<file path="src/rtl/pipeline_hazard_controller.sv">
// pipeline_hazard_controller: load-use stall, taken-branch flush and HALT control for a 5-stage core
// Ports: clk/reset (async active-low); ins = ID-stage instruction; ex_mem_read/ex_rd describe the EX
// instruction; br_taken/br_target = EX branch resolution; clr_cnt clears stall_cycles.
// Outputs: stall/stall_pm hold PC and fetched word, pc_mux_sel/jmp_loc redirect fetch, flush_id
// bubbles ID/EX, halted flags HALT, stall_cycles is a saturating count of stalled cycles.
module pipeline_hazard_controller (
  input  logic        clk,
  input  logic        reset,
  input  logic [31:0] ins,
  input  logic        ex_mem_read,
  input  logic [4:0]  ex_rd,
  input  logic        br_taken,
  input  logic [15:0] br_target,
  input  logic        clr_cnt,
  output logic        stall,
  output logic        stall_pm,
  output logic        pc_mux_sel,
  output logic [15:0] jmp_loc,
  output logic        flush_id,
  output logic        halted,
  output logic [15:0] stall_cycles
);
  typedef enum logic [1:0] {RUN, FLUSH, HALT} state_t;
  state_t state_q, state_d;
  logic [15:0] stall_cycles_q, stall_cycles_d;
  logic [5:0] opcode;
  logic [4:0] rs, rt;
  logic uses_rt, lu, halt_op, run;
  logic unused;
  assign opcode  = ins[31:26];
  assign rs      = ins[25:21];
  assign rt      = ins[20:16];
  assign unused  = ^ins[15:0];
  // rt is only a source operand for R-type, store and beq/bne
  assign uses_rt = opcode == 6'b000000 || opcode == 6'b101011 || opcode == 6'b000100 || opcode == 6'b000101;
  assign lu      = ex_mem_read && ex_rd != 5'd0 && (ex_rd == rs || (uses_rt && ex_rd == rt));
  assign halt_op = opcode == 6'b111111;
  assign run     = state_q == RUN;
  always_ff @(posedge clk or negedge reset) begin
    if (!reset) state_q <= RUN;
    else state_q <= state_d;
  end
  always_comb begin
    state_d = state_q == HALT ? HALT :
              state_q == FLUSH ? RUN :
              br_taken ? FLUSH :
              (!lu && halt_op) ? HALT : RUN;
  end
  // Outputs are forced low while reset is held so the pipeline sees no stale control.
  always_comb begin
    pc_mux_sel = reset && run && br_taken;
    stall      = reset && (state_q == HALT || (run && !br_taken && (lu || halt_op)));
    stall_pm   = stall;
    flush_id   = reset && (!run || br_taken || lu || halt_op);
    halted     = reset && state_q == HALT;
    jmp_loc    = pc_mux_sel ? br_target : 16'h0000;
  end
  always_comb begin
    stall_cycles_d = clr_cnt ? 16'h0000 :
                     (stall && stall_cycles_q != 16'hFFFF) ? stall_cycles_q + 16'd1 : stall_cycles_q;
  end
  always_ff @(posedge clk or negedge reset) begin
    if (!reset) stall_cycles_q <= 16'h0000;
    else stall_cycles_q <= stall_cycles_d;
  end
  assign stall_cycles = stall_cycles_q;
endmodule

</file>
<file path="config.mk">
export PLATFORM = sky130hd
export DESIGN_NAME = pipeline_hazard_controller
export DESIGN_NICKNAME = d
export VERILOG_FILES = /design/src/rtl/pipeline_hazard_controller.sv
export SDC_FILE = /design/constraint.sdc
export NUM_CORES = 1
export LEC_CHECK = 0
export ABC_AREA = 1
export BUFFER_PORTS_ARGS = -buffer_cell sky130_fd_sc_hd__buf_2
export CELL_PAD_IN_SITES_DETAIL_PLACEMENT = 1
export CELL_PAD_IN_SITES_GLOBAL_PLACEMENT = 1
export CORE_MARGIN = 2
export CORE_UTILIZATION = 25
export DETAILED_ROUTE_END_ITERATION = 10
export HOLD_SLACK_MARGIN = 0.1
export PLACE_DENSITY = 0.88
export RECOVER_POWER = 100
export SYNTH_ARGS = -nofsm -noshare
export SYNTH_HDL_FRONTEND = slang
export SYNTH_SLANG_ARGS = --single-unit
</file>
<file path="constraint.sdc">
create_clock -name clk -period 1.8 [get_ports clk]
set_clock_uncertainty 0.15 [all_clocks]
set_input_delay 0.36 -clock clk [delete_from_list [all_inputs] [get_ports clk]]
set_output_delay 0.36 -clock clk [all_outputs]
set_load 0.05 [all_outputs]
</file>
==> results of run 1 <==
[per-layer routing]
metal	global-route usage (%)	vias up
met2	36.80	61
met3	1.385	14
li1	-	1017
met5	0	-
met4	6.158	0
met1	19.80	972
[sequential cells by signal, indices dropped and copies added (netlist names)]
name,count
state_q,2
stall_cycles,16
[how the worst max path moves through the flow]
stage,start,to,slack (ps),depth (start not counted)
2_1_floorplan,stall_cycles[0],stall_cycles[5],-190,12
3_3_place_gp,ex_rd[2],stall_pm,-190,12
3_5_place_dp,ex_rd[2],stall_pm,-220,12
4_1_cts,state_q[0],stall,-120,7
5_1_grt,ex_rd[0],stall_pm,-210,12
6_report,ex_rd[0],stall_pm,-120,12
[metrics by stage]
stage | cells | hold WS (ps) | util (%)
floorplan | 261 | -85.59 | -
global placement | 433 | 24.18 | 38.19
detailed placement | 433 | 24.61 | 38.19
CTS | 446 | 303.6 | 44.15
global route | 445 | 351.3 | 45.95
finish | 445 | 338.1 | 45.95
[worst max-delay path, delay by kind of cell]
kind	cells	cell delay (ps)
AOI/OAI and AO/OA	1	80
buffers and inverters	3	300
and+or+nand+nor	8	680
[cells in the mapped netlist]
master    count
nor4_1        1
nand4_2       1
dfrtp_1      18
xnor2_1       4
nand2_1      61
inv_1        50
nor2_1       40
nand2_2       2
clkbuf_1      1
ha_1          1
nand3_1      27
xor2_1       10
buf_2         5
buf_4         1
nor3_1        3
inv_2         7
o21ai_1       1
nand2_4       3
buf_6         1
nand4_1      18
nor2_2        1
o21ai_0       5
[cell usage in the layout (no fill, tap or decap), drive strengths merged]
master and n:
nand3 27, dlygate4sd3 1, buf 93, nand2 66, xnor2 4, ha 1, o21ai 6, clkbuf 21
clkinv 1, xor2 10, nor4 1, nor2 41, inv 56, nand4 19, dfrtp 18, nor3 3
[power by group through the flow]
| stage | clock network [mW] | registers [mW] | logic (mW) |
|---|---|---|---|
| after global routing | 0.373 | 0.409 | 0.393 |
| final | 0.350 | 0.409 | 0.366 |
| after CTS | 0.352 | 0.409 | 0.339 |
| after floorplan | 0 | 0.418 | 0.164 |
| after detailed placement | 0 | 0.416 | 0.273 |
| after global placement | 0 | 0.416 | 0.263 |
[cell families after synthesis]
| family | after synthesis | synth area share (%) |
|---|---|---|
| buf+inv | 65 | 16.44 |
| compound gates | 6 | 1.888 |
| flops | 18 | 28.32 |
| fa+ha+maj | 1 | 0.7867 |
| simple gates | 157 | 44.85 |
| xor+xnor | 14 | 7.710 |
[repair_timing]
item,CTS,global route
hold endpoints to repair,18,0
pin swaps,12,37
buffers inserted,8,1
endpoints found under the setup margin,36,38
resized for setup,69,34
cloned,1,0
hold buffers,1,0
[cell type report]
class,instances,area [um^2]
flip-flops and latches,18,457.9
fillers,781,3373
multi-input cells,178,1132
repair buffers,111,899.6
clock buffers,4,55.05
well taps,77,96.34
inverters,57,226.5
==> flow_metrics.py, run 1 <==
metrics = {
    "status": {
        "status": "finished with violations",
        "violations": "setup timing",
    },
    "grt": {
        "grt_start_max_net_pins": 33,
        "grt_pass1_wl_mm": 10.45,
        "grt-ovfl-total": 0,
        "antenna_found_initial": 0,
        "gr-usage-all-layers_pct": 18.32,
        "grt_pass1_vias": 2223,
    },
    "power_and_ir_drop": {
        "switching_share_pct": 33.10,
        "design_power_total_mw": 1.125,
        "p_leak_nw": 1.645,
        "pwr-share-comb_pct": 32.6,
        "pwr_density_cell_mw_per_mm2": 392.4,
        "switchingPower_mw": 0.3726,
        "ir_drop_mv": 0.2284,
        "p_int_mw": 0.7528,
        "p_seq_share_pct": 36.4,
        "p_clk_share_pct": 31.1,
    },
    "yosys": {
        "netlist.area_leader.share_pct": 28.32,
        "synth_seq_cells": 18,
        "netlist_instances": 261,
        "synth_top_area_cell": "dfrtp_1",
        "netlist-cell-type-count": 22,
        "netlist_area_mm2": 0.001590,
        "ys_seq_area_share_pct": 28.32,
        "syn_nets": 320,
        "yosysWarnings": 0,
        "synthTopCellsByArea": "dfrtp_1 (28%), nand2_1 (14%), inv_1 (12%)",
        "synth_area_per_cell_um2": 6.093,
    },
    "drt": {
        "wirelength_mm": 6.164,
        "avgRoutedWirePerCell_um": 13.85,
        "drtIter0Drc": 31,
        "met1Wirelength_mm": 2.306,
        "first_pass_iters": 4,
        "top_layer": "met4",
        "vias_per_cell": 4.638,
        "drc_errors": 0,
        "vias": 2064,
        "drtAntennaViolNets": 0,
        "wl_met2_mm": 3.501,
        "routed-wl-met3_um": 190,
    },
    "floorplanning": {
        "rows": 29,
        "die_h_um": 83.76,
        "die_area_mm2": 0.007015,
        "die_x_um": 83.76,
        "core_mm2": 0.006241,
        "start_util_pct": 25.48,
        "pin_count": 95,
    },
    "place": {
        "gp_congestion": 0.7786,
        "hpwl_mm": 4.298,
        "numPortBuffers": 78,
        "dp_slack_ps": -217.5,
        "place_area_mm2": 0.002384,
    },
    "cells_and_area": {
        "drive_gt1_share_pct": 47.55,
        "layout.nets": 428,
        "n_antenna_cell": 0,
        "stdcell_area_mm2": 0.002868,
        "area_delta_synth_final_pct": 80.33,
    },
    "timing": {
        "maxSlewHeadroom_pct": 69.99,
        "fin_setup_tns_ps": -1797,
        "fin_crit_ps": 1922,
        "maxSlewViolCount": 0,
        "finalSetupViolations": 20,
        "fin_crit_sh_pct": 106.8,
        "fmax_mhz": 520.3,
        "tightest_slew_ps": 450.2,
        "rsz0062_at_grt": "yes",
        "fin_ws_ps": -122.2,
        "hold_viol": 0,
    },
    "critical_path": {
        "worst_setup_path_start_kind": "primary input",
        "endpoint_kind": "output port",
        "r2r_start": "stall_cycles[0]",
        "crit_path_cell_trace": "buf_4, inv_2, nand2_1, nand2_1, nor2_1, nand3_1, o21ai_1, nand2_1, nand2_2, nand2_2, nand2_4, buf_8",
        "worstSetupPathType": "in2out",
        "r2r-end": "stall_cycles[7]",
        "crit_fanout": 3,
        "cp_slowest_stage_delay_ps": 150,
        "path_common_cell": "nand2_1",
        "cp.arrival_ps": 1410,
        "regToRegSetupSlack_ps": 30,
        "cp_data_required_time_ps": 1290,
        "ff2ff_path_depth": 11,
        "crit_slowest_cell": "buf_8",
    },
    "clock_tree": {
        "cts-root-buf": "clkbuf_8",
        "numCtsBuffers": 3,
        "cts_sinks": 18,
        "cts_tree": "done",
        "htreeDepth": 1,
        "cts_buffer_depth": 2,
        "clock_latency_ps": 260,
        "clk_pin_slew_worst_paths_ps": 70,
    },
    "worst_hold_path": {
        "min_to": "state_q[0]",
        "hold_path_depth": 3,
        "min_path_type": "in2reg",
        "worstHoldStart": "br_taken",
    },
    "flow_run": {
        "maxCapViolCount": 0,
    },
}
Power figures use the tool's default switching activity.
==> inputs of run 2 (changes only) <==
CORE_MARGIN = 4   (was 2)
==> flow_metrics.py, run 2 (synthesis gave the netlist of run 1 again) <==
metrics = {
    "status": {
        "status": "finished with violations",
        "violations": "setup timing",
    },
    "grt": {
        "grt-ovfl-total": 0,
        "grt_util_met1_pct": 18.43,
        "use_met3_pct": 2.258,
        "gr-usage-all-layers_pct": 17.18,
        "grt_pass1_vias": 2324,
        "antenna_found_initial": 0,
        "grt_pass1_wl_mm": 10.56,
        "top_usage_layer": "met2",
        "grtUsageMet2_pct": 34.73,
        "grt_start_max_net_pins": 33,
    },
    "critical_path": {
        "regToRegSetupSlack_ps": -50,
        "cp_slowest_stage_delay_ps": 430,
        "ff2ff_path_depth": 11,
        "r2r_start": "stall_cycles[0]",
        "crit_fanout": 9,
        "endpoint_kind": "output port",
        "r2r-end": "stall_cycles[6]",
        "crit_path_cell_trace": "nor2_4, nand3_4, buf_12, nor2_2, buf_6",
        "worstSetupPathType": "reg2out",
        "startpoint": "state_q[1]",
        "crit_slowest_cell": "dfrtp_1",
        "cp.arrival_ps": 1400,
        "worst_setup_path_start_kind": "flop",
        "cp_data_required_time_ps": 1290,
        "crit_end": "jmp_loc[5]",
    },
    "clock_tree": {
        "cts_sinks": 18,
        "numCtsBuffers": 3,
        "cts_tree": "done",
        "clk_pin_slew_worst_paths_ps": 70,
        "htreeDepth": 1,
        "cts_buffer_depth": 2,
        "cts-root-buf": "clkbuf_8",
        "clock_latency_ps": 260,
    },
    "floorplanning": {
        "die_area_mm2": 0.007701,
        "die_x_um": 87.76,
        "die_h_um": 87.76,
        "rows": 28,
        "start_util_pct": 26.24,
        "pin_count": 95,
        "core_mm2": 0.006061,
    },
    "place": {
        "hpwl_mm": 4.603,
        "gp_congestion": 0.8056,
        "placed_cells": 430,
        "numPortBuffers": 78,
    },
    "timing": {
        "hold_viol": 0,
        "maxSlewViolCount": 0,
        "fin_crit_ps": 1910,
        "tightest_slew_ps": 435.9,
        "fin_ws_ps": -109.7,
        "maxSlewHeadroom_pct": 70.94,
        "rsz0062_at_grt": "yes",
        "fin_crit_sh_pct": 106.1,
        "fmax_mhz": 523.7,
        "finalSetupViolations": 34,
    },
    "power_and_ir_drop": {
        "ir_drop_mv": 0.2743,
        "pwr_density_cell_mw_per_mm2": 373.7,
        "p_leak_nw": 1.643,
        "design_power_total_mw": 1.076,
    },
    "drt": {
        "first_pass_iters": 4,
        "vias_per_cell": 4.767,
        "wirelength_mm": 6.582,
        "vias": 2107,
        "avgRoutedWirePerCell_um": 14.89,
        "drc_errors": 0,
        "drtIter0Drc": 74,
        "drtAntennaViolNets": 0,
    },
    "cells_and_area": {
        "final_util_pct": 47.50,
        "layout_commonest_cell": "nand2_1",
        "final_cell_mix": "nand2_1 (49), inv_1 (48), buf_2 (45)",
        "area_delta_synth_final_pct": 81.04,
        "n_antenna_cell": 0,
        "layout.nets": 427,
        "drive_gt1_share_pct": 48.23,
        "largest_reg_flops": 16,
        "layout.cells.non_filler": 442,
    },
    "worst_hold_path": {
        "min_path_type": "in2reg",
        "worstHoldStart": "br_taken",
    },
    "flow_run": {
        "maxCapViolCount": 0,
    },
}
run 2: how the worst min path moves through the flow:
stage | cells past startpoint | end | slack [ps]
after floorplan | 0 | stall_cycles[0] | -90
after global placement | 1 | state_q[1] | 20
after detailed placement | 1 | state_q[0] | 20
after CTS | 3 | state_q[0] | 260
after global routing | 3 | state_q[0] | 270
final | 3 | state_q[0] | 250
run 2: where the power goes:
part / switching [mW] / internal (mW) / total [mW]
clock: 0.142 / 0.157 / 0.299
combinational: 0.214 / 0.153 / 0.367
sequential: 0.00314 / 0.407 / 0.410
total: 0.359 / 0.717 / 1.08
run 2: repair_timing:
action,CTS,global route
endpoints found under the setup margin,28,37
pin swaps,17,55
cloned,2,0
resized for setup,63,52
hold buffers,1,0
endpoints found under the hold margin,18,0
buffers inserted,3,2
run 2: worst max-delay path, delay by kind of cell, from the launching register on:
kind	cells	cell delay [ps]
simple gates	3	360
flops	1	430
buf+inv	2	340
run 2: through the flow:
step / hold WS [ps] / setup slack (ps) / instance area [um^2] / TNS (ps)
final: 251.0 / -109.7 / 2879 / -2040
after global placement: 22.75 / -213.1 / 2349 / -2740
after global routing: 273.2 / -192.7 / 2879 / -5006
after floorplan: -85.59 / -193.6 / 1739 / -3909
after CTS: 257.4 / -148.4 / 2671 / -2248
after detailed placement: 24.27 / -250.8 / 2349 / -3624
run 2: area by class of cell:
type	instances	area (um^2)
Timing Repair Buffer	109	903.4
Clock buffer	4	45.04
Sequential cell	18	457.9
Tap cell	75	93.84
Inverter	57	221.5
Multi-Input combinational cell	179	1157
Fill cell	755	3182
run 2: metal layers:
layer	share of wire (%)	wire, um	vias to the layer above
met5	0	0	-
met2	57	3761	63
met3	5.0	327	9
met1	37	2411	1019
met4	1.2	82	0
li1	-	-	1016
==> inputs of run 3 (changes only) <==
MAX_ROUTING_LAYER = met4   (was not set)
SLEW_MARGIN = 25   (was not set)
==> flow_metrics.py, run 3 (synthesis gave the netlist of run 1 again) <==
metrics = {
    "timing": {
        "hold_viol": 0,
        "maxSlewHeadroom_pct": 71.04,
        "fin_crit_sh_pct": 106.3,
        "fin_crit_ps": 1913,
        "tightest_slew_ps": 434.4,
        "fin_ws_ps": -113.3,
        "rsz0062_at_grt": "yes",
        "finalSetupViolations": 35,
        "fin_setup_tns_ps": -2130,
        "maxSlewViolCount": 0,
        "fmax_mhz": 522.7,
    },
    "floorplanning": {
        "start_util_pct": 26.24,
        "core_mm2": 0.006061,
        "pin_count": 95,
        "rows": 28,
        "die_area_mm2": 0.007701,
        "die_h_um": 87.76,
        "die_x_um": 87.76,
    },
    "grt": {
        "gr-usage-all-layers_pct": 17.71,
        "antenna_found_initial": 0,
        "grt_pass1_wl_mm": 10.57,
        "grt-ovfl-total": 0,
        "grt_start_max_net_pins": 33,
        "grt_pass1_vias": 2323,
    },
    "drt": {
        "first_pass_iters": 4,
        "drtIter0Drc": 58,
        "drc_errors": 0,
        "vias_per_cell": 4.781,
        "vias": 2113,
        "drtAntennaViolNets": 0,
        "wirelength_mm": 6.595,
        "avgRoutedWirePerCell_um": 14.92,
    },
    "cells_and_area": {
        "largest_reg_flops": 16,
        "drive_gt1_share_pct": 48.23,
        "layout_commonest_cell": "nand2_1",
        "final_util_pct": 47.50,
        "layout.nets": 427,
        "fillers": 755,
        "final_cell_mix": "nand2_1 (49), inv_1 (48), buf_2 (45)",
        "n_antenna_cell": 0,
        "stdcell_area_mm2": 0.002879,
        "area_delta_synth_final_pct": 81.04,
    },
    "clock_tree": {
        "cts_buffer_depth": 2,
        "numCtsBuffers": 3,
        "cts_sinks": 18,
        "clk_pin_slew_worst_paths_ps": 70,
        "cts-root-buf": "clkbuf_8",
        "htreeDepth": 1,
        "clock_latency_ps": 260,
        "cts_tree": "done",
    },
    "critical_path": {
        "crit_path_cell_trace": "nor2_4, nand3_4, buf_12, nor2_2, buf_6",
        "cp_slowest_stage_delay_ps": 430,
        "crit_fanout": 9,
        "worst_setup_path_start_kind": "flop",
        "cp_data_required_time_ps": 1290,
        "crit_buf_inv": 2,
        "cp.arrival_ps": 1400,
        "r2r_start": "stall_cycles[0]",
        "path_delay_family": "flip-flops",
        "endpoint_kind": "output port",
        "startpoint": "state_q[1]",
        "worstSetupPathType": "reg2out",
        "crit_slowest_cell": "dfrtp_1",
    },
    "worst_hold_path": {
        "min_path_type": "in2reg",
        "worstHoldStart": "br_taken",
    },
    "flow_run": {
        "maxCapViolCount": 0,
    },
    "place": {
        "numPortBuffers": 78,
        "place_area_mm2": 0.002349,
        "gp_congestion": 0.8174,
        "hpwl_mm": 4.603,
    },
    "status": {
        "violations": "setup timing",
        "status": "finished with violations",
    },
    "power_and_ir_drop": {
        "ir_drop_mv": 0.2735,
        "p_leak_nw": 1.643,
        "design_power_total_mw": 1.079,
        "pwr_density_cell_mw_per_mm2": 374.7,
    },
}
[run 3: worst register-to-register path, stage by stage (launching register included)]
cell     delay, ps
dfrtp_2        390
ha_4           150
nand2_4         60
nor2_4         110
nand2_2         70
inv_2          100
nand4_4        100
nor2_4         150
nand2_4        130
buf_6          170
nand4_1         90
nand2_1         60
[run 3: layout make-up]
class / instances / area [um^2] / share of cell area, %
Clock buffer: 4 / 45.04 / 1.565
Inverter: 57 / 221.5 / 7.692
Multi-Input combinational cell: 179 / 1157 / 40.20
Sequential cell: 18 / 457.9 / 15.91
Tap cell: 75 / 93.84 / 3.259
Timing Repair Buffer: 109 / 903.4 / 31.38
[run 3: path summary, 6_finish.rpt]
kind / endpoint / slack, ps / cells past startpoint
min in group asynchronous: state_q[0] / 350 / 2
max reg2reg: stall_cycles[6] / -60 / 11
max in group asynchronous: stall_cycles[7] / 490 / 3
min reg2reg: stall_cycles[12] / 430 / 2
max: jmp_loc[5] / -110 / 5
min: state_q[0] / 250 / 3
[run 3: through the flow]
step	hold WS (ps)	setup WS, ps	cells
detailed placement	24.27	-250.8	430
global route	273.2	-192.7	442
floorplan	-85.59	-193.6	261
finish	247.4	-113.3	442
global placement	22.75	-213.1	430
CTS	257.4	-148.4	440
[run 3: power by group]
part	switching [mW]	leakage, nW	internal, mW
clock	0.144	0.0228	0.158
combinational	0.214	1.38	0.153
sequential	0.00315	0.240	0.407
total	0.362	1.64	0.717
[run 3: repair_timing]
action / CTS / global route
hold buffers: 1 / 0
gates cloned: 2 / 0
hold endpoints to repair: 18 / 0
buffers inserted: 3 / 2
setup endpoints to repair: 28 / 37
resized for setup: 63 / 52
pin swaps: 17 / 56
[run 3: metal layers]
layer / vias up / GRT usage [%] / wire length (um)
met5: - / - / 0
met4: 0 / 4.184 / 101
met3: 13 / 2.258 / 348
met2: 63 / 34.73 / 3768
met1: 1022 / 18.43 / 2376
li1: 1015 / - / -
